**src/rtl/sram_bist_pkg.sv**
```systemverilog
// Shared types and the March C- element table for the SRAM BIST wishbone master.
package sram_bist_pkg;

    typedef enum logic [2:0] {
        IDLE    = 3'd0,
        REQ     = 3'd1,
        GAP     = 3'd2,
        NEXT_EL = 3'd3,
        DONE    = 3'd4
    } state_t;

    // bit1 = write, bit0 = background select ("1" background = ~BG_PATTERN)
    typedef enum logic [1:0] {
        OP_R0 = 2'b00,
        OP_R1 = 2'b01,
        OP_W0 = 2'b10,
        OP_W1 = 2'b11
    } op_t;

    typedef struct packed {
        logic       dir;
        op_t        op0;
        op_t        op1;
        logic [1:0] nops;
    } march_el_t;

    localparam int N_ELEMS = 6;

    localparam march_el_t MARCH_CM [N_ELEMS] = '{
        '{1'b0, OP_W0, OP_W0, 2'd1},
        '{1'b0, OP_R0, OP_W1, 2'd2},
        '{1'b0, OP_R1, OP_W0, 2'd2},
        '{1'b1, OP_R0, OP_W1, 2'd2},
        '{1'b1, OP_R1, OP_W0, 2'd2},
        '{1'b1, OP_R0, OP_R0, 2'd1}
    };

    function automatic march_el_t march_el(input logic [2:0] i);
        case (i)
            3'd0:    march_el = MARCH_CM[0];
            3'd1:    march_el = MARCH_CM[1];
            3'd2:    march_el = MARCH_CM[2];
            3'd3:    march_el = MARCH_CM[3];
            3'd4:    march_el = MARCH_CM[4];
            default: march_el = MARCH_CM[5];
        endcase
    endfunction

    function automatic logic [31:0] bg_word(input logic [31:0] pat, input logic bg);
        bg_word = bg ? ~pat : pat;
    endfunction

endpackage

```
**src/rtl/sram_bist_addr_gen.sv**
```systemverilog
// Up/down word index counter with load and terminal flag for the March walker.
module sram_bist_addr_gen #(
    parameter int  WORDS = 256,
    localparam int IW    = $clog2(WORDS)
) (
    input  logic          clk,
    input  logic          rst,
    input  logic          load,
    input  logic [IW-1:0] load_val,
    input  logic          step,
    input  logic          down,
    output logic [IW-1:0] idx_next,
    output logic          terminal
);

    localparam logic [IW-1:0] LAST_IDX = IW'(WORDS - 1);

    logic [IW-1:0] idx_r;
    logic [IW-1:0] idx_next_s;

    // next index: load wins over step; the FSM never steps past the terminal value
    always_comb begin
        idx_next_s = idx_r;
        if (load) begin
            idx_next_s = load_val;
        end else if (step) begin
            idx_next_s = down ? (idx_r - {{(IW-1){1'b0}}, 1'b1})
                              : (idx_r + {{(IW-1){1'b0}}, 1'b1});
        end else begin
            idx_next_s = idx_r;
        end
    end

    // index register
    always_ff @(posedge clk or posedge rst) begin
        if (rst) begin
            idx_r <= {IW{1'b0}};
        end else begin
            idx_r <= idx_next_s;
        end
    end

    assign idx_next = idx_next_s;
    assign terminal = down ? (idx_r == {IW{1'b0}}) : (idx_r == LAST_IDX);

endmodule

```
**src/rtl/sram_bist_wb_master.sv**
```systemverilog
// Wishbone master running March C- on the SRAM slave; reports pass/fail, first bad address, error count.
// Optional build macro SRAM_BIST_TIMEOUT_EN adds an ack timeout of TIMEOUT_CYC cycles per access.
module sram_bist_wb_master
    import sram_bist_pkg::*;
#(
    parameter logic [31:0] BASE_ADDR  = 32'h3000_0000,
    parameter int          ADDR_WORDS = 256,
    parameter logic [31:0] BG_PATTERN = 32'h5555_AAAA
`ifdef SRAM_BIST_TIMEOUT_EN
    , parameter int        TIMEOUT_CYC = 255
`endif
) (
    input  logic        wb_clk_i,
    input  logic        wb_rst_i,
    input  logic        start_i,
    output logic        wbm_cyc_o,
    output logic        wbm_stb_o,
    output logic        wbm_we_o,
    output logic [3:0]  wbm_sel_o,
    output logic [31:0] wbm_adr_o,
    output logic [31:0] wbm_dat_o,
    input  logic [31:0] wbm_dat_i,
    input  logic        wbm_ack_i,
    output logic        busy_o,
    output logic        done_o,
    output logic        pass_o,
    output logic [31:0] fail_addr_o,
    output logic [15:0] err_cnt_o
);

    localparam int            IW       = $clog2(ADDR_WORDS);
    localparam logic [IW-1:0] LAST_IDX = IW'(ADDR_WORDS - 1);

    state_t        state_r, state_s;
    logic [2:0]    el_r, el_s;
    logic          op_sel_r, op_sel_s;
    logic          load_s, step_s;
    logic [IW-1:0] load_val_s, idx_next_s;
    logic          terminal_s;
    march_el_t     cur_el_s, nxt_el_s;
    op_t           cur_op_s, nxt_op_s;
    logic          timeout_s, mismatch_s, start_accept_s;
    logic [31:0]   rd_data_r;

    logic          cyc_r, we_r, busy_r, done_r, pass_r;
    logic [3:0]    sel_r;
    logic [31:0]   adr_r, dat_r, fail_addr_r;
    logic [15:0]   err_cnt_r;

    sram_bist_addr_gen #(.WORDS(ADDR_WORDS)) u_addr_gen (
        .clk      (wb_clk_i),
        .rst      (wb_rst_i),
        .load     (load_s),
        .load_val (load_val_s),
        .step     (step_s),
        .down     (cur_el_s.dir),
        .idx_next (idx_next_s),
        .terminal (terminal_s)
    );

    // the second op of an element only exists when the element carries two ops
    assign cur_el_s       = march_el(el_r);
    assign nxt_el_s       = march_el(el_s);
    assign cur_op_s       = (op_sel_r && cur_el_s.nops == 2'd2) ? cur_el_s.op1 : cur_el_s.op0;
    assign nxt_op_s       = (op_sel_s && nxt_el_s.nops == 2'd2) ? nxt_el_s.op1 : nxt_el_s.op0;
    assign load_val_s     = nxt_el_s.dir ? LAST_IDX : {IW{1'b0}};
    assign start_accept_s = start_i && (state_r == IDLE || state_r == DONE);
    assign mismatch_s     = (state_r == GAP) && !cur_op_s[1]
                            && (rd_data_r != bg_word(BG_PATTERN, cur_op_s[0]));

`ifdef SRAM_BIST_TIMEOUT_EN
    localparam int TW = $clog2(TIMEOUT_CYC + 1);
    logic [TW-1:0] wait_cnt_r;

    // cycles spent in the current REQ without ack
    always_ff @(posedge wb_clk_i or posedge wb_rst_i) begin
        if (wb_rst_i) begin
            wait_cnt_r <= {TW{1'b0}};
        end else if (state_r == REQ && state_s == REQ) begin
            wait_cnt_r <= wait_cnt_r + {{(TW-1){1'b0}}, 1'b1};
        end else begin
            wait_cnt_r <= {TW{1'b0}};
        end
    end

    assign timeout_s = (state_r == REQ) && !wbm_ack_i && (wait_cnt_r == TW'(TIMEOUT_CYC - 1));
`else
    assign timeout_s = 1'b0;
`endif

    // next-state and walker control
    always_comb begin
        state_s  = state_r;
        el_s     = el_r;
        op_sel_s = op_sel_r;
        load_s   = 1'b0;
        step_s   = 1'b0;
        case (state_r)
            IDLE, DONE: begin
                if (start_i) begin
                    state_s  = REQ;
                    el_s     = 3'd0;
                    op_sel_s = 1'b0;
                    load_s   = 1'b1;
                end else begin
                    state_s  = IDLE;
                end
            end
            REQ: begin
                if (wbm_ack_i) begin
                    state_s = GAP;
                end else if (timeout_s) begin
                    state_s = DONE;
                end else begin
                    state_s = REQ;
                end
            end
            GAP: begin
                if (!op_sel_r && cur_el_s.nops == 2'd2) begin
                    op_sel_s = 1'b1;
                    state_s  = REQ;
                end else if (terminal_s) begin
                    state_s  = NEXT_EL;
                end else begin
                    op_sel_s = 1'b0;
                    step_s   = 1'b1;
                    state_s  = REQ;
                end
            end
            NEXT_EL: begin
                if (el_r == 3'(N_ELEMS - 1)) begin
                    state_s  = DONE;
                end else begin
                    el_s     = el_r + 3'd1;
                    op_sel_s = 1'b0;
                    load_s   = 1'b1;
                    state_s  = REQ;
                end
            end
            default: begin
                state_s = IDLE;
            end
        endcase
    end

    // FSM and walker state registers
    always_ff @(posedge wb_clk_i or posedge wb_rst_i) begin
        if (wb_rst_i) begin
            state_r  <= IDLE;
            el_r     <= 3'd0;
            op_sel_r <= 1'b0;
        end else begin
            state_r  <= state_s;
            el_r     <= el_s;
            op_sel_r <= op_sel_s;
        end
    end

    // bus outputs are loaded on entry to REQ and held until the next access
    always_ff @(posedge wb_clk_i or posedge wb_rst_i) begin
        if (wb_rst_i) begin
            cyc_r     <= 1'b0;
            sel_r     <= 4'h0;
            we_r      <= 1'b0;
            adr_r     <= 32'h0;
            dat_r     <= 32'h0;
            rd_data_r <= 32'h0;
        end else begin
            cyc_r <= (state_s == REQ);
            sel_r <= (state_s == REQ) ? 4'hF : 4'h0;
            if (state_s == REQ) begin
                we_r  <= nxt_op_s[1];
                adr_r <= BASE_ADDR + {{(30-IW){1'b0}}, idx_next_s, 2'b00};
                dat_r <= nxt_op_s[1] ? bg_word(BG_PATTERN, nxt_op_s[0]) : 32'h0;
            end
            if (state_r == REQ && wbm_ack_i) begin
                rd_data_r <= wbm_dat_i;
            end
        end
    end

    // test status and result registers
    always_ff @(posedge wb_clk_i or posedge wb_rst_i) begin
        if (wb_rst_i) begin
            busy_r      <= 1'b0;
            done_r      <= 1'b0;
            pass_r      <= 1'b0;
            fail_addr_r <= 32'h0;
            err_cnt_r   <= 16'h0;
        end else if (start_accept_s) begin
            busy_r      <= 1'b1;
            done_r      <= 1'b0;
            pass_r      <= 1'b0;
            fail_addr_r <= 32'h0;
            err_cnt_r   <= 16'h0;
        end else begin
            if (mismatch_s) begin
                if (err_cnt_r != 16'hFFFF) begin
                    err_cnt_r <= err_cnt_r + 16'd1;
                end
                if (err_cnt_r == 16'h0) begin
                    fail_addr_r <= adr_r;
                end
            end
            if (timeout_s) begin
                fail_addr_r <= adr_r;
            end
            if (state_s == DONE && state_r != DONE) begin
                busy_r <= 1'b0;
                done_r <= 1'b1;
                pass_r <= (err_cnt_r == 16'h0) && !timeout_s;
            end
        end
    end

    assign wbm_cyc_o   = cyc_r;
    assign wbm_stb_o   = cyc_r;
    assign wbm_we_o    = we_r;
    assign wbm_sel_o   = sel_r;
    assign wbm_adr_o   = adr_r;
    assign wbm_dat_o   = dat_r;
    assign busy_o      = busy_r;
    assign done_o      = done_r;
    assign pass_o      = pass_r;
    assign fail_addr_o = fail_addr_r;
    assign err_cnt_o   = err_cnt_r;

endmodule
```
**config.mk**
```make
export PLATFORM = sky130hd
export DESIGN_NAME = sram_bist_wb_master
export DESIGN_NICKNAME = d
export VERILOG_FILES = /design/src/rtl/sram_bist_pkg.sv /design/src/rtl/sram_bist_addr_gen.sv /design/src/rtl/sram_bist_wb_master.sv
export SDC_FILE = /design/constraint.sdc
export NUM_CORES = 1
export LEC_CHECK = 0
export CAP_MARGIN = 0
export CORE_UTILIZATION = 45
export CTS_BUF_LIST = sky130_fd_sc_hd__clkbuf_2
export DETAILED_ROUTE_END_ITERATION = 16
export PLACE_DENSITY = 0.79
export SYNTH_ARGS = -nofsm -noshare
export SYNTH_HDL_FRONTEND = slang
export SYNTH_SLANG_ARGS = --single-unit
export TNS_END_PERCENT = 50
```
**constraint.sdc**
```tcl
create_clock -name wb_clk_i -period 3.3 [get_ports wb_clk_i]
set_input_delay 0.33 -clock wb_clk_i [delete_from_list [all_inputs] [get_ports wb_clk_i]]
set_output_delay 0.33 -clock wb_clk_i [all_outputs]
set_load 0.02 [all_outputs]
```
# After elaboration in Yosys (flattened, before gate mapping)
# Index checks and enable logic that the tools add are counted.
totals:
  word_cells: 109
  input_bits: 36
  ff_bits: 168
classes:
  n_eq_ne: 21
  addsub: 5
  muxes: 45
  reduce_logical: 23
ops:
  columns: ["cell", "n"]
  rows:
  - ["two-way mux 32 bit", 6]
  - ["one-hot mux 7 bit (5 select lines)", 2]
  - ["two-way mux 16 bit", 3]
  - ["two-way mux 8 bit", 4]
  - ["inequality test 32 bit", 1]
  - ["adder 30 x 10 -> 31 bit, first input constant", 1]
  - ["equality test 3 x 2 -> 1 bit, second input constant", 6]
  - ["two-way mux 1 bit", 17]
  - ["adder 16 x 1 -> 16 bit, second input constant", 1]
  - ["logical NOT 16 bit", 1]
  - ["inequality test 16 bit, second input constant", 1]
  - ["equality test 3 bit, second input constant", 5]
  - ["equality test 3 x 1 -> 1 bit, second input constant", 4]
  - ["one-hot mux 3 bit (4 select lines)", 1]
  - ["two-way mux 2 bit", 5]
  - ["logical NOT 3 bit", 3]
  - ["two-way mux 3 bit", 3]
  - ["adder 8 x 1 -> 8 bit, second input constant", 1]
  - ["equality test 8 bit, second input constant", 1]
  - ["logical AND 1 bit", 8]
  - ["logical NOT 8 bit", 1]
  - ["nonzero test 2 bit", 4]
  - ["subtractor 8 x 1 -> 8 bit, second input constant", 1]
  - ["one-hot mux 3 bit (2 select lines)", 1]
  - ["other kinds (10)", 13]

# Depth between registers and ports, before layout
depth:
  word_depth: 10
  depth_mapped: 12
  mapped_depth_nobuf: 12

# Hierarchy
# Synthesis repeated with hierarchy kept, for this count alone.
hier_totals:
  hier_cells: 518
  area_unflattened_um2: 5327.6
modules_own_cells:
  columns: ["mod", "seq_area_each_um2", "cells_each", "area_each_um2", "n_inst"]
  rows:
  - ["sram_bist_wb_master", 2001.9, 425, 4564.4, 1]
  - ["sram_bist_addr_gen", 200.2, 93, 763.2, 1]

# Least setup slack after synthesis
# Ideal clock, no wire load.
synth_timing:
  kind: "reg2reg"
  startpoint: "reg el_r[0]"
  endpoint: "reg adr_r[8], in the netlist wbm_adr_o[8]"
  stages_incl_launch_ff: 13
  slack_ps: 437
  synth_period_minus_slack_ps: 2863
  t_arrival_ps: 2738
  setup_ps: 125
  n_path_buf: 0
  cell_sequence: "dfrtp_1 > inv_1 > ha_1 > nor3_1 > nor2_1 > inv_1 > ha_1 > a211oi_1 > o21ai_0 > a21oi_1 > xor2_1 > o211ai_2 > mux2_4"
synth_between:
  elab_chain_cells: 9
  word_cells_on_any_way: 35
  classes_between: "add/sub (2); eq/ne (11); mux (19); reduce/logical (3)"
synth_lines:
  columns: ["element", "line_no", "source"]
  rows:
  - ["from (decl)", "sram_bist_wb_master.sv:35", "logic [2:0] el_r, el_s;"]
  - ["from (signal assigned)", "sram_bist_wb_master.sv:154", "el_r <= el_s;"]
  - ["branches (longest 7 deep; another with adder 3 x 1 -> 3 bit)", null, null]
  - ["two-way mux 8 bit (*)", "sram_bist_addr_gen.sv:24", "if (load) begin"]
  - ["named net idx_next_s[6]", "sram_bist_wb_master.sv:38", "logic [IW-1:0] load_val_s, idx_next_s;"]
  - ["adder 30 x 10 -> 31 bit (*)", "sram_bist_wb_master.sv:173", "adr_r <= BASE_ADDR + {{(30-IW){1'b0}}, idx_next_s, 2'b00};"]
  - ["to (signal assigned)", "sram_bist_wb_master.sv:173", null]
  - ["to (decl)", "sram_bist_wb_master.sv:47", "logic [31:0] adr_r, dat_r, fail_addr_r;"]
# Mark *: on every way through the listed nets, which the timed path passes.
# A chain may end at the register's enable or synchronous reset.

# Worst setup path after layout
layout_timing:
  startpoint: "reg el_r[0]"
  endpoint: "reg adr_r[9], in the netlist wbm_adr_o[9]"
layout_between:
  elab_chain_cells: 9
  word_cells_on_any_way: 35
  classes_between: "add/sub (2); eq/ne (11); mux (19); reduce/logical (3)"
layout_lines:
  columns: ["element"]
  rows:
  - ["branches (longest 9 deep; another with adder 30 x 10 -> 31 bit)"]
# Several ways; the timed one is not identified.

==> summary.txt <==
Outcome
  – Run status: finished, final reports clean

GRT
  – Vias in the first global route: 3713
  – GR peak layer: met2
  – Initial antenna violation count: 0
  – Met1 GRT Util: 23.41%
  – GR Util met3: 3.403%
  – Grt ovf: 0
  – Largest net degree at the start of global routing: 57
  – First-pass GRT wire length: 18330 um
  – Met2 usage: 30.81%
  – All-Layer GR Usage: 18.35%

Final layout
  – Final instance count without filler cells: 731
  – Antenna diode count: 0
  – Seq. cell area: 2202 sq um
  – Fin util: 54.94%
  – Layout area overhead: 18.67%
  – Layout cells sized above 1: 15.99%
  – Nets: 633
  – Multi-input logic area: 2460 sq um
  – FILL cells: 1001

Synth
  – Syn avg cell area: 10.55 sq um
  – Top_reg_cell synth: dfrtp_1
  – Top cells by area, synth: dfrtp_1 41%, buf_4 12%, mux2_2 8.3%, mux2i_1 4.9%, ha_1 3.1%
  – Sequential area share after synthesis: 41.48%
  – Largest area contributor in the netlist: dfrtp_1
  – Post-synth EDFFs: 0
  – FF+latch count, synth: 88
  – Yosys warnings: 0
  – Cells after synthesis: 503
  – Area of the mapped netlist: 5309 sq um
  – Top post-synthesis cells by count: 88 x dfrtp_1, 82 x buf_4, 39 x mux2_2, 33 x nand2_1, 31 x inv_1
  – Most frequent cell after synthesis: dfrtp_1
  – Number of distinct library cells after synthesis: 71
  – Synth top area share: 41.48%
  – Async S/R FF share, synth: 100.0%

Critical path
  – Crit path cell chain: inv_1 -> ha_1 -> nor3_1 -> nor2_1 -> inv_1 -> ha_1 -> a21oi_1 -> o2111ai_1 -> and3_1 -> o21ai_1 -> mux2i_1 -> o22a_1
  – Startpoint Class: register
  – Cell family with most CP delay: compound AO/OA/AOI/OAI gates
  – Critical Path RT: 3.78 ns
  – R2R setup slack: 0.28 ns
  – Slowest cell on crit path: dfrtp_1
  – R2R depth: 12
  – CP Class: register to register
  – Arrival @ worst endpoint: 3.49 ns
  – Reg2reg start: el_r[0]$_DFF_PP0_
  – Capture point of the worst reg-to-reg path: wbm_adr_o[9]$_DFFE_PP0P_
  – Critical path buffers and inverters: 2
  – CP Capture Type: register
  – Worst Path Max Fanout: 7
  – Max incr delay on CP: 0.43 ns

Clock network
  – Total CTS buffers: 9
  – Clk slew on worst S/H paths: 0.24 ns
  – CTS tree: done
  – H-tree levels: 3
  – Root buf cell: clkbuf_2
  – Clock Latency Late Sink: 0.54 ns
  – CTS max path bufs: 2
  – TritonCTS Sinks: 88
  – Post-CTS Setup Repair Bufs: 0
  – CTS Hold Buffers Added: 0
  – Post_cts resized: 0

Pwr
  – Power Density: 755.2 nW/um^2
  – Total power: 4.758 mW
  – Pleak: 2.695 nW
  – Worst vdd ir: 0.0003344 V

Timing
  – Final setup viols: 0
  – Final Max Tran Viols: 0
  – RSZ-0062 raised after global routing: no
  – Max Clock Skew: 0.02924 ns
  – Worst-Margin Slew: 0.8254 ns
  – Final Hold Fails: 0
  – Final period utilization: 91.38%
  – Max Fclk: 331.6 MHz
  – Min Tclk post-route: 3.016 ns
  – Max-Slew Margin vs Limit: 44.46%
  – Setup TNS: 0 ns

Detailed routing
  – First-pass detailed-route iteration total: 4
  – Detailed-route via count: 3877
  – ANT nets after route: 0
  – WL final: 10730 um
  – Via-to-Cell Ratio: 5.304
  – DRT iter0 DRCs: 180
  – Wirelength per Cell: 14.68 um
  – Drt drc: 0

Floorplanning
  – Core area: 11470 sq um
  – Die X: 110.6 um
  – Core Rows: 39
  – Initial Utilization: 46.30%
  – I/O pin cnt: 158
  – Die footprint: 12240 sq um
  – Die Y: 110.6 um

Placed design
  – Dpl cells: 715
  – Hpwl dp: 8020 um
  – Input/output buffers: 113
  – RePlAce Congestion: 0.9071

Hold path
  – HP Class: primary input to async pin

Flow run
  – Max-cap violations: 0
cell families after synthesis:
group	share of synthesized area (%)
other cells	0.07064
flops	41.48
compound gates	8.437
buf+inv	15.51
fa+ha+maj	3.653
xor+xnor	0.9899
mux	13.46
simple gates	16.40
where the power goes:
group	internal, mW	switching (mW)	total, mW
logic	1.16	1.26	2.42
clock network	0.252	0.364	0.616
registers	1.41	0.312	1.72
total	2.82	1.94	4.76
cells in the final DEF (no fill, tap or decap), drive strengths merged, types with 16 or more instances in the layout:
cell type / Yosys / final
clkdlybuf4s50: 0 / 113
dfrtp: 88 / 88
conb: 1 / 44
mux2: 40 / 40
nand2: 33 / 33
inv: 32 / 31
mux2i: 26 / 26
nand3: 21 / 21
nor4: 17 / 17
nor2: 16 / 16
flip-flops by register name, summed over array words and instances (netlist names):
signal            cells
err_cnt_o            16
el_r                  3
rd_data_r            32
wbm_dat_o             2
busy_o                1
pass_o                1
wbm_we_o              1
wbm_sel_o             1
op_sel_r              1
wbm_adr_o             9
u_addr_gen.idx_r      8
fail_addr_o           9
state_r               3
done_o                1
worst max-delay path by stage:
stage | from | cells past startpoint | slack, ns | endpoint
CTS | el_r[0]$_DFF_PP0_ | 12 | 0.30 | wbm_adr_o[8]$_DFFE_PP0P_
finish | el_r[0]$_DFF_PP0_ | 12 | 0.28 | wbm_adr_o[9]$_DFFE_PP0P_
global placement | el_r[0]$_DFF_PP0_ | 11 | 0.42 | wbm_adr_o[8]$_DFFE_PP0P_
floorplan | el_r[0]$_DFF_PP0_ | 12 | 0.44 | wbm_adr_o[8]$_DFFE_PP0P_
global route | el_r[0]$_DFF_PP0_ | 12 | 0.01 | wbm_adr_o[9]$_DFFE_PP0P_
detailed placement | el_r[0]$_DFF_PP0_ | 12 | 0.34 | wbm_adr_o[8]$_DFFE_PP0P_
final cells by class:
cell class | instances | area share (%)
Sequential cell | 88 | 34.96
Clock buffer | 10 | 0.7944
Inverter | 32 | 1.927
Clock inverter | 6 | 1.331
Timing Repair Buffer | 121 | 19.11
Multi-Input combinational cell | 331 | 39.05
Tap cell | 143 | 2.840
metrics by stage:
stage	cell area (sq um)	setup slack [ns]	hold WS [ns]
finish	6300	0.2844	0.1166
global route	6300	0.01397	0.1130
CTS	6300	0.3017	0.09540
detailed placement	6166	0.3352	0.4780
global placement	6166	0.4172	0.4607
floorplan	5470	0.4373	0.4817
worst reg2reg max path: stages (launching register included):
cell,delay (ns)
dfrtp_1,0.43
inv_1,0.14
ha_1,0.30
nor3_1,0.28
nor2_1,0.10
inv_1,0.21
ha_1,0.28
a21oi_1,0.26
o2111ai_1,0.19
and3_1,0.19
o21ai_1,0.18
mux2i_1,0.25
o22a_1,0.17
routing by layer:
| metal | vias up | wire length (um) |
|---|---|---|
| met5 | - | 0 |
| met1 | 1887 | 4636 |
| li1 | 1814 | - |
| met2 | 159 | 5299 |
| met4 | 0 | 196 |
| met3 | 17 | 601 |
(Power assumes the default switching activity.)
